--- src/rtl/axi4_master_tg_if.sv ---
// AXI4 channel bundle (AW, W, B, AR, R) shared between the traffic generator and a memory-mapped slave.
// Clock and reset stay outside the bundle as plain ports of each endpoint.
interface axi4_master_tg_if #(
    parameter int DATA_WIDTH = 32,
    parameter int ADDR_WIDTH = 16
);
    logic [ADDR_WIDTH-1:0] AWADDR;
    logic [7:0]            AWLEN;
    logic                  AWVALID;
    logic                  AWREADY;

    logic [DATA_WIDTH-1:0] WDATA;
    logic                  WLAST;
    logic                  WVALID;
    logic                  WREADY;

    logic [1:0]            BRESP;
    logic                  BVALID;
    logic                  BREADY;

    logic [ADDR_WIDTH-1:0] ARADDR;
    logic [7:0]            ARLEN;
    logic                  ARVALID;
    logic                  ARREADY;

    logic [DATA_WIDTH-1:0] RDATA;
    logic [1:0]            RRESP;
    logic                  RLAST;
    logic                  RVALID;
    logic                  RREADY;

    modport master (
        output AWADDR, AWLEN, AWVALID,
        input  AWREADY,
        output WDATA, WLAST, WVALID,
        input  WREADY,
        input  BRESP, BVALID,
        output BREADY,
        output ARADDR, ARLEN, ARVALID,
        input  ARREADY,
        input  RDATA, RRESP, RLAST, RVALID,
        output RREADY
    );

    modport slave (
        input  AWADDR, AWLEN, AWVALID,
        output AWREADY,
        input  WDATA, WLAST, WVALID,
        output WREADY,
        output BRESP, BVALID,
        input  BREADY,
        input  ARADDR, ARLEN, ARVALID,
        output ARREADY,
        output RDATA, RRESP, RLAST, RVALID,
        input  RREADY
    );
endinterface

--- src/rtl/axi4_master_tg.sv ---
// AXI4 traffic generator: writes one INCR burst of seed+i, reads it back and counts bad beats/responses.
// error_cnt saturates and holds its value until the next accepted start.
module axi4_master_tg #(
    parameter int DATA_WIDTH = 32,
    parameter int ADDR_WIDTH = 16,
    parameter int ERR_W      = 8
) (
    input  logic                  ACLK,
    input  logic                  ARESETn,
    input  logic                  start,
    input  logic [ADDR_WIDTH-1:0] base_addr,
    input  logic [7:0]            len,
    input  logic [DATA_WIDTH-1:0] seed,
    output logic                  busy,
    output logic                  done,
    output logic [ERR_W-1:0]      error_cnt,
    axi4_master_tg_if.master      bus
);

    typedef enum logic [2:0] {
        S_IDLE,
        S_WR,
        S_WRESP,
        S_RADDR,
        S_RDATA,
        S_DONE
    } state_t;

    state_t state;
    state_t state_d;

    logic [ADDR_WIDTH-1:0] addr_q;
    logic [7:0]            len_q;
    logic [DATA_WIDTH-1:0] seed_q;
    logic [7:0]            idx;
    logic                  aw_done;
    logic                  w_done;

    logic                  aw_valid;
    logic                  w_valid;
    logic                  last_beat;
    logic [DATA_WIDTH-1:0] expect_data;
    logic                  aw_hs;
    logic                  w_hs;
    logic                  w_last_hs;
    logic                  b_hs;
    logic                  r_hs;
    logic                  r_bad;
    logic [ERR_W-1:0]      err_inc;

    // One beat index serves both directions: write pattern generation, then read-back comparison.
    assign last_beat   = (idx == len_q);
    assign expect_data = seed_q + DATA_WIDTH'(idx);

    assign aw_valid  = (state == S_WR) && !aw_done;
    assign w_valid   = (state == S_WR) && !w_done;
    assign aw_hs     = aw_valid && bus.AWREADY;
    assign w_hs      = w_valid && bus.WREADY;
    assign w_last_hs = w_hs && last_beat;
    assign b_hs      = (state == S_WRESP) && bus.BVALID;
    assign r_hs      = (state == S_RDATA) && bus.RVALID;

    assign r_bad   = (bus.RDATA != expect_data) || (bus.RRESP != 2'b00) || (bus.RLAST != last_beat);
    assign err_inc = (error_cnt == {ERR_W{1'b1}}) ? error_cnt : error_cnt + ERR_W'(1);

    always_ff @(posedge ACLK or negedge ARESETn) begin
        if (!ARESETn) begin
            state <= S_IDLE;
        end else begin
            state <= state_d;
        end
    end

    always_comb begin
        state_d = state;
        case (state)
            S_IDLE: begin
                if (start) begin
                    state_d = S_WR;
                end
            end
            S_WR: begin
                // AW and the final W beat may complete in either order or together.
                if ((aw_done || aw_hs) && (w_done || w_last_hs)) begin
                    state_d = S_WRESP;
                end
            end
            S_WRESP: begin
                if (bus.BVALID) begin
                    state_d = S_RADDR;
                end
            end
            S_RADDR: begin
                if (bus.ARREADY) begin
                    state_d = S_RDATA;
                end
            end
            S_RDATA: begin
                // The beat count alone ends the read; a misplaced RLAST is only scored.
                if (r_hs && last_beat) begin
                    state_d = S_DONE;
                end
            end
            S_DONE: begin
                state_d = S_IDLE;
            end
            default: begin
                state_d = S_IDLE;
            end
        endcase
    end

    always_comb begin
        bus.AWADDR  = addr_q;
        bus.AWLEN   = len_q;
        bus.AWVALID = aw_valid;
        bus.WDATA   = expect_data;
        bus.WLAST   = w_valid && last_beat;
        bus.WVALID  = w_valid;
        bus.BREADY  = (state == S_WRESP);
        bus.ARADDR  = addr_q;
        bus.ARLEN   = len_q;
        bus.ARVALID = (state == S_RADDR);
        bus.RREADY  = (state == S_RDATA);
        busy        = (state == S_WR) || (state == S_WRESP) || (state == S_RADDR) || (state == S_RDATA);
        done        = (state == S_DONE);
    end

    always_ff @(posedge ACLK or negedge ARESETn) begin
        if (!ARESETn) begin
            addr_q    <= '0;
            len_q     <= '0;
            seed_q    <= '0;
            idx       <= '0;
            aw_done   <= 1'b0;
            w_done    <= 1'b0;
            error_cnt <= '0;
        end else begin
            case (state)
                S_IDLE: begin
                    if (start) begin
                        addr_q    <= base_addr;
                        len_q     <= len;
                        seed_q    <= seed;
                        idx       <= '0;
                        aw_done   <= 1'b0;
                        w_done    <= 1'b0;
                        error_cnt <= '0;
                    end
                end
                S_WR: begin
                    if (aw_hs) begin
                        aw_done <= 1'b1;
                    end
                    if (w_hs) begin
                        if (last_beat) begin
                            w_done <= 1'b1;
                        end else begin
                            idx <= idx + 8'd1;
                        end
                    end
                end
                S_WRESP: begin
                    idx <= '0;
                    if (b_hs && (bus.BRESP != 2'b00)) begin
                        error_cnt <= err_inc;
                    end
                end
                S_RDATA: begin
                    if (r_hs) begin
                        idx <= idx + 8'd1;
                        if (r_bad) begin
                            error_cnt <= err_inc;
                        end
                    end
                end
                default: begin
                end
            endcase
        end
    end

endmodule

--- src/flat_wrapper.sv ---
// flat-port wrapper written by rule: the top's interface ports become plain ports
module axi4_master_tg_flat 
#(
    parameter int DATA_WIDTH = 32,
    parameter int ADDR_WIDTH = 16,
    parameter int ERR_W      = 8
)
  (ACLK, ARESETn, start, base_addr, len, seed, busy, done, error_cnt, bus_AWADDR, bus_AWLEN, bus_AWVALID, bus_AWREADY, bus_WDATA, bus_WLAST, bus_WVALID, bus_WREADY, bus_BRESP, bus_BVALID, bus_BREADY, bus_ARADDR, bus_ARLEN, bus_ARVALID, bus_ARREADY, bus_RDATA, bus_RRESP, bus_RLAST, bus_RVALID, bus_RREADY);
  axi4_master_tg_if #(.DATA_WIDTH(DATA_WIDTH), .ADDR_WIDTH(ADDR_WIDTH)) bus_i ();
  input  logic ACLK;
  input  logic ARESETn;
  input  logic start;
  input  logic [ADDR_WIDTH-1:0] base_addr;
  input  logic [7:0] len;
  input  logic [DATA_WIDTH-1:0] seed;
  output logic busy;
  output logic done;
  output logic [ERR_W-1:0] error_cnt;
  output wire logic [$bits(bus_i.AWADDR)-1:0] bus_AWADDR;
  output wire logic [$bits(bus_i.AWLEN)-1:0] bus_AWLEN;
  output wire logic [$bits(bus_i.AWVALID)-1:0] bus_AWVALID;
  input wire logic [$bits(bus_i.AWREADY)-1:0] bus_AWREADY;
  output wire logic [$bits(bus_i.WDATA)-1:0] bus_WDATA;
  output wire logic [$bits(bus_i.WLAST)-1:0] bus_WLAST;
  output wire logic [$bits(bus_i.WVALID)-1:0] bus_WVALID;
  input wire logic [$bits(bus_i.WREADY)-1:0] bus_WREADY;
  input wire logic [$bits(bus_i.BRESP)-1:0] bus_BRESP;
  input wire logic [$bits(bus_i.BVALID)-1:0] bus_BVALID;
  output wire logic [$bits(bus_i.BREADY)-1:0] bus_BREADY;
  output wire logic [$bits(bus_i.ARADDR)-1:0] bus_ARADDR;
  output wire logic [$bits(bus_i.ARLEN)-1:0] bus_ARLEN;
  output wire logic [$bits(bus_i.ARVALID)-1:0] bus_ARVALID;
  input wire logic [$bits(bus_i.ARREADY)-1:0] bus_ARREADY;
  input wire logic [$bits(bus_i.RDATA)-1:0] bus_RDATA;
  input wire logic [$bits(bus_i.RRESP)-1:0] bus_RRESP;
  input wire logic [$bits(bus_i.RLAST)-1:0] bus_RLAST;
  input wire logic [$bits(bus_i.RVALID)-1:0] bus_RVALID;
  output wire logic [$bits(bus_i.RREADY)-1:0] bus_RREADY;
  assign bus_AWADDR = bus_i.AWADDR;
  assign bus_AWLEN = bus_i.AWLEN;
  assign bus_AWVALID = bus_i.AWVALID;
  assign bus_i.AWREADY = bus_AWREADY;
  assign bus_WDATA = bus_i.WDATA;
  assign bus_WLAST = bus_i.WLAST;
  assign bus_WVALID = bus_i.WVALID;
  assign bus_i.WREADY = bus_WREADY;
  assign bus_i.BRESP = bus_BRESP;
  assign bus_i.BVALID = bus_BVALID;
  assign bus_BREADY = bus_i.BREADY;
  assign bus_ARADDR = bus_i.ARADDR;
  assign bus_ARLEN = bus_i.ARLEN;
  assign bus_ARVALID = bus_i.ARVALID;
  assign bus_i.ARREADY = bus_ARREADY;
  assign bus_i.RDATA = bus_RDATA;
  assign bus_i.RRESP = bus_RRESP;
  assign bus_i.RLAST = bus_RLAST;
  assign bus_i.RVALID = bus_RVALID;
  assign bus_RREADY = bus_i.RREADY;
  axi4_master_tg #(.DATA_WIDTH(DATA_WIDTH), .ADDR_WIDTH(ADDR_WIDTH), .ERR_W(ERR_W)) u_core (.ACLK(ACLK), .ARESETn(ARESETn), .start(start), .base_addr(base_addr), .len(len), .seed(seed), .busy(busy), .done(done), .error_cnt(error_cnt), .bus(bus_i));
endmodule
--- config.mk ---
export PLATFORM = sky130hd
export DESIGN_NAME = axi4_master_tg_flat
export DESIGN_NICKNAME = d
export VERILOG_FILES = /design/src/rtl/axi4_master_tg_if.sv /design/src/rtl/axi4_master_tg.sv /design/src/flat_wrapper.sv
export SDC_FILE = /design/constraint.sdc
export NUM_CORES = 1
export LEC_CHECK = 0
export ABC_AREA = 1
export CELL_PAD_IN_SITES_DETAIL_PLACEMENT = 0
export CELL_PAD_IN_SITES_GLOBAL_PLACEMENT = 2
export CORE_UTILIZATION = 21
export DETAILED_ROUTE_END_ITERATION = 8
export PLACE_DENSITY_LB_ADDON = 0.1
export SYNTH_ARGS = -nofsm -noshare
export SYNTH_HDL_FRONTEND = slang
export SYNTH_SLANG_ARGS = --single-unit
--- constraint.sdc ---
create_clock -name ACLK -period 2.6 [get_ports ACLK]
set_clock_uncertainty 0.1 [all_clocks]
set_input_delay 0.52 -clock ACLK [delete_from_list [all_inputs] [get_ports ACLK]]
set_output_delay 0.52 -clock ACLK [all_outputs]
set_load 0.01 [all_outputs]
* Yosys cells after proc, flatten, opt, wreduce, memory -nomap -nowiden
Index checks and enable logic that the tools add are counted.
** Operators by class
- $add $sub $neg :: 3
- Equality and inequality tests :: 21
- Reduce and logical (&&, ||, !) cells :: 32
- Magnitude comparators :: 0
- Bitwise logic cells :: 0
- Divide/modulo/power cells :: 0
- Muxes and demuxes :: 22
- Shifts and indexed selects :: 0
- Multiply operators :: 0
** Operators with widths (number)
- 2-to-1 mux 8 bit :: 8
- adder 32 x 8 -> 32 bit :: 1
- inequality test 32 bit :: 1
- one-hot mux 8 bit (4 select lines) :: 1
- one-hot mux 8 bit (3 select lines) :: 1
- adder 8 x 1 -> 8 bit, second input constant :: 2
- inequality test 2 x 1 -> 1 bit, second input constant :: 8
- 2-to-1 mux 3 bit :: 5
- one-hot mux 3 bit (5 select lines) :: 1
- AND reduction 5 bit :: 3
- logical AND 1 bit :: 11
- equality test 8 bit :: 1
- equality test 8 bit, second input constant :: 1
- inequality test 2 bit, second input constant :: 4
- logical OR 1 bit :: 7
- equality test 3 x 2 -> 1 bit, second input constant :: 2
- equality test 3 bit, second input constant :: 2
- nonzero test 2 bit :: 3
- 2-to-1 mux 1 bit :: 4
- one-hot mux 1 bit (2 select lines) :: 2
- AND reduction 4 bit :: 1
- nonzero test 4 bit :: 1
- equality test 3 x 1 -> 1 bit, second input constant :: 1
- zero test 3 bit :: 1
- 5 further kinds :: 6
** Storage, ports and cells
- Bits in read-only memories :: 0
- Memories kept :: 0
- Register bits :: 77
- Bits in latches :: 0
- Output and inout port bits :: 96
- Bits in writable memories :: 0
- Input port bits :: 101

* Logic depth before layout (Yosys ltp)
- Depth after elaboration :: 8
- Depth in mapped cells :: 22
- Gate-level depth less buffers :: 22

* Least setup slack after synthesis
No wires, ideal clock.
- Path type :: flip-flop to flip-flop
- From :: register u_core.idx[0]
- To :: register u_core.error_cnt[7]
- Cell stages (with the launch flop) :: 21
- Required time :: 2.432 ns
- Slack :: -0.022 ns
- Buffers on the path :: 0
- Arrival time :: 2.455 ns
- Cell sequence :: dfrtp_1 > ha_1 > inv_1 > fa_1 > inv_1 > nand2_1 > nand2_1 > nand3_2 > nand2_2 > nand2_2 > o21ai_2 > nand2_1 > nand2_1 > nand2_1 > nor2_1 > nand3_1 > nor2_2 > nand3_4 > nand2_4 > nand2_1 > nand2_1
** Between the ends
- Cells in the longest elaborated chain, start to end :: 6
- Elaborated cells on any way between the ends :: 8
- Classes of those cells :: 1 x add/sub; 4 x eq/ne; 3 x reduce/logical
** Ends and longest elaborated chain
- start, declared :: line axi4_master_tg.sv:35 : logic [7:0] idx;
- start signal, assigned :: line axi4_master_tg.sv:159 : idx <= idx + 8'd1;
- start signal, assigned :: line axi4_master_tg.sv:171 : idx <= idx + 8'd1;
- adder 32 x 8 -> 32 bit :: line axi4_master_tg.sv:53 : assign expect_data = seed_q + DATA_WIDTH'(idx);
- net bus_WDATA[20] :: line flat_wrapper.sv:23 : output wire logic [$bits(bus_i.WDATA)-1:0] bus_WDATA;
- inequality test 32 bit :: line axi4_master_tg.sv:63 : assign r_bad = (bus.RDATA != expect_data) || (bus.RRESP != 2'b00) || (bus.RLAST != last_beat);
- logical OR 1 bit (2 in a row) :: line axi4_master_tg.sv:63
- inequality test 2 x 1 -> 1 bit (no source line)
- AND reduction 5 bit (no source line)
- end signal, assigned :: line axi4_master_tg.sv:166 : error_cnt <= err_inc;
- end signal, assigned :: line axi4_master_tg.sv:173 : error_cnt <= err_inc;
- end, declared :: line axi4_master_tg.sv:16 : output logic [ERR_W-1:0] error_cnt,
The timed path passes the listed nets, and every way through them passes these cells.
A chain may end at the register's enable or synchronous reset.

* Final worst setup path
- From :: register u_core.idx[0]
- To :: output bus_WDATA[30]
** Between the ends
- Cells in the longest elaborated chain, start to end :: 1
** Ends and longest elaborated chain (line)
- adder 32 x 8 -> 32 bit :: axi4_master_tg.sv:53
- end, declared :: flat_wrapper.sv:23
Every way passes these cells.

==> impl_metrics.yaml <==
run_status:
  status: "finished with violations"
  violations: "setup timing"
layout:
  multi_input_area_sq_um: 4110
  final_nets: 1313
  num_antenna_cells: 0
  register_area_sq_um: 1930
  area_growth_pct: 79.1
  fillers: 2880
  drive_gt1_share_pct: 30.3
  final_core_util_pct: 38.3
clock_network:
  h-tree-depth: 3
  clock-sinks: 77
  clk_pin_slew_ps: 80
  cts_buffers: 9
  root_buffer: "clkbuf_16"
  clock_latency_ps: 360
  cts_tree: "yes"
  clk_path_buf_depth: 2
power:
  pwr-share-clk_pct: 15.3
  combPwrFrac_pct: 62.2
  finalPower_uw: 9840
  switching_share_pct: 43.6
  power_leakage_uw: 0.00504
  cellPowerDensity_nw_per_um2: 952
  internal_power_uw: 5550
  seqPwrFrac_pct: 22.5
  p_switching_uw: 4290
  ir_drop_mv: 0.370
global_routing:
  grt_usage_pct: 17.1
  grt_max_degree: 35
  overflow: 0
  grt_antenna_before_repair: 3
  grt_pass1_vias: 6673
  grt_pass1_wl_mm: 36.9
setup_path:
  cpPeakStageDelay_ps: 360
  reg2reg_setup_slack_ps: -250
  regToRegStartpoint: "u_core.idx[0]"
  worst_r2r_path_depth: 18
  crit_fanout: 3
  r2r_end: "u_core.error_cnt[0]"
  critPathCaptureType: "output port"
  required_ps: 1980
  slowest_stage: "dfrtp_1"
  cp-start-kind: "flip-flop"
  worstPathCellList: "ha_2 -> inv_2 -> fa_2 -> inv_2 -> buf_6 -> nand2_4 -> nand3_4 -> buf_6 -> nand2_4 -> nand2_4 -> nand3_2 -> and2_4 -> buf_6"
  worstPathArrival_ps: 2270
  crit_type: "reg2out"
sta:
  final-hold-violation-count: 0
  finalMaxSlewViolations: 0
  tightest_slew_ps: 505
  finalCriticalPeriod_ps: 2890
  fmax_ghz: 0.346
  relSlewSlack_pct: 66.3
  grt_setup_unrepaired: "true"
  setup_viol: 34
  setup_slack_ps: -287
  fin_crit_sh_pct: 111
route:
  drc: 0
  antenna_left: 0
  drt_iter0_drc: 196
  vias: 6537
  finalWirelength_mm: 23.8
  vias_per_cell: 4.23
  wire_per_inst_um: 15.4
  drtPass1Iterations: 4
synth:
  syn_area_sq_um: 5770
  syn_avg_cell_area_sq_um: 6.37
  synth_seq_area_share_pct: 33.4
  syn_inst: 905
  synth.distinct_cells: 39
  synth-edff-count: 0
  yosys_warnings: 0
  ys.flop_type: "dfrtp_1"
  syn_nets: 1017
  synth_top_area_share_pct: 33.4
  ys_ff_latch: 77
  yosysTopAreaCell: "dfrtp_1"
  synth_area_leaders: "dfrtp_1 33%, nand2_1 23%, inv_1 8.3%"
  async_flop_share_pct: 100
floorplan:
  die-area_sq_um: 28100
  io-pin-count: 197
  die_h_um: 168
  core_area_sq_um: 27000
  core.rowCount: 60
  start_util_pct: 21.4
  die_w_um: 168
place:
  globalplace.congestion: 0.793
  place_hpwl_mm: 18.7
  port_buffers: 196
min_path:
  hold_path.class: "in2async"
run:
  cap_violations: 0
[sequential cells by signal (all words and copies together) (netlist names)]
name,cells
u_core.idx,8
u_core.error_cnt,8
u_core.bus.ARLEN,8
u_core.w_done,1
u_core.state,3
u_core.bus.ARADDR,16
u_core.seed_q,32
u_core.aw_done,1
[logic make-up (layout without fill, tap and decap cells)]
kind of cell	count (synthesis)	in the layout	share of synthesized area, %
adders and majority gates	11	11	2.52
and+or+nand+nor	571	572	42.2
DFF	77	77	33.4
AOI/OAI and AO/OA	62	62	5.99
xor gates and xnor gates	15	15	3.27
buffers and inverters	169	469	12.6
[metrics by stage]
step / setup slack [ps] / instances / TNS (ps) / instance area (sq um) / hold slack [ps]
floorplan: 42.8 / 905 / 0 / 5770 / 124
global placement: -502 / 1493 / -10820 / 8630 / 361
detailed placement: -491 / 1493 / -10890 / 8630 / 368
CTS: -369 / 1542 / -7640 / 9950 / 24.8
global route: -404 / 1547 / -9580 / 10300 / 43.9
finish: -287 / 1547 / -5620 / 10300 / 21.1
[final cells by class]
cell class | count | area share (%)
clock inverters | 7 | 1.13
inverters | 132 | 4.82
well taps | 341 | 4.13
multi-input cells | 660 | 39.8
repair buffers | 321 | 29.2
flip-flops and latches | 77 | 18.7
clock buffers | 9 | 2.18
[power by group through the flow]
stage | clock, uW | combinational [uW] | sequential [uW]
global route | 1600 | 6710 | 2290
finish | 1500 | 6120 | 2220
global placement | 0 | 5460 | 2170
detailed placement | 0 | 5430 | 2170
floorplan | 0 | 2690 | 2160
CTS | 1570 | 5900 | 2220
[repair_timing]
| item | in CTS | in global routing |
|---|---|---|
| pin swaps | 64 | 59 |
| gates cloned | 1 | 0 |
| hold buffers | 0 | 0 |
| buffers inserted | 36 | 12 |
| gates resized for setup | 338 | 91 |
| setup endpoints to repair | 43 | 38 |
[placed cells by master (no fill, tap or decap), drive strengths merged]
cell and count:
inv 134, xor3 2, dlygate4sd2 4, nor4 1, dfrtp 77, nor3b 1, buf 155, clkdlybuf4s15 1
xnor3 2, nor2 77, fa 1, xor2 6, ha 10, o21ai 44, clkinv 3, nand2 370
a21oi 14, and3 3, clkbuf 10, and2 3, o311ai 1, bufinv 2, nand3 82, a311oi 1
xnor2 5, nor3 21, nand3b 7, clkdlybuf4s50 160, nand4 7, o21a 1, a221oi 1
[routing by layer]
| layer | vias to the layer above | wire [um] | global-route usage, % |
|---|---|---|---|
| met5 | - | 27 | 0 |
| met2 | 120 | 11000 | 28.4 |
| met4 | 4 | 231 | 3.19 |
| li1 | 3387 | - | - |
| met3 | 21 | 1390 | 4.49 |
| met1 | 3005 | 11100 | 22.4 |
[worst max-delay path, delay by kind of cell, from the launching register on]
kind / cells / cell delay (ps)
adder cells (fa/ha/maj): 2 / 540
AND/OR/NAND/NOR: 6 / 550
flip-flops: 1 / 360
buffers and inverters: 5 / 470
[worst max-delay path by stage]
| stage | from | endpoint | slack, ps |
|---|---|---|---|
| 6_report | u_core.idx[0] | bus_WDATA[30] | -290 |
| 5_1_grt | u_core.idx[0] | u_core.error_cnt[0] | -400 |
| 4_1_cts | u_core.idx[0] | u_core.error_cnt[0] | -370 |
| 3_5_place_dp | u_core.idx[6] | bus_WDATA[27] | -490 |
| 3_3_place_gp | u_core.idx[6] | bus_WDATA[27] | -500 |
| 2_1_floorplan | u_core.idx[0] | u_core.error_cnt[7] | 40 |
[Yosys cell counts (all sizes together) (5+ instances only)]
cell type,count
inv,131
nand3b,7
nand4,7
nor3,21
nand2,370
dfrtp,77
buf,25
xnor2,5
ha,10
xor2,6
clkbuf,12
a21oi,14
nor2,77
nand3,81
o21ai,44
Note: power is estimated with default switching activity, not from simulation.
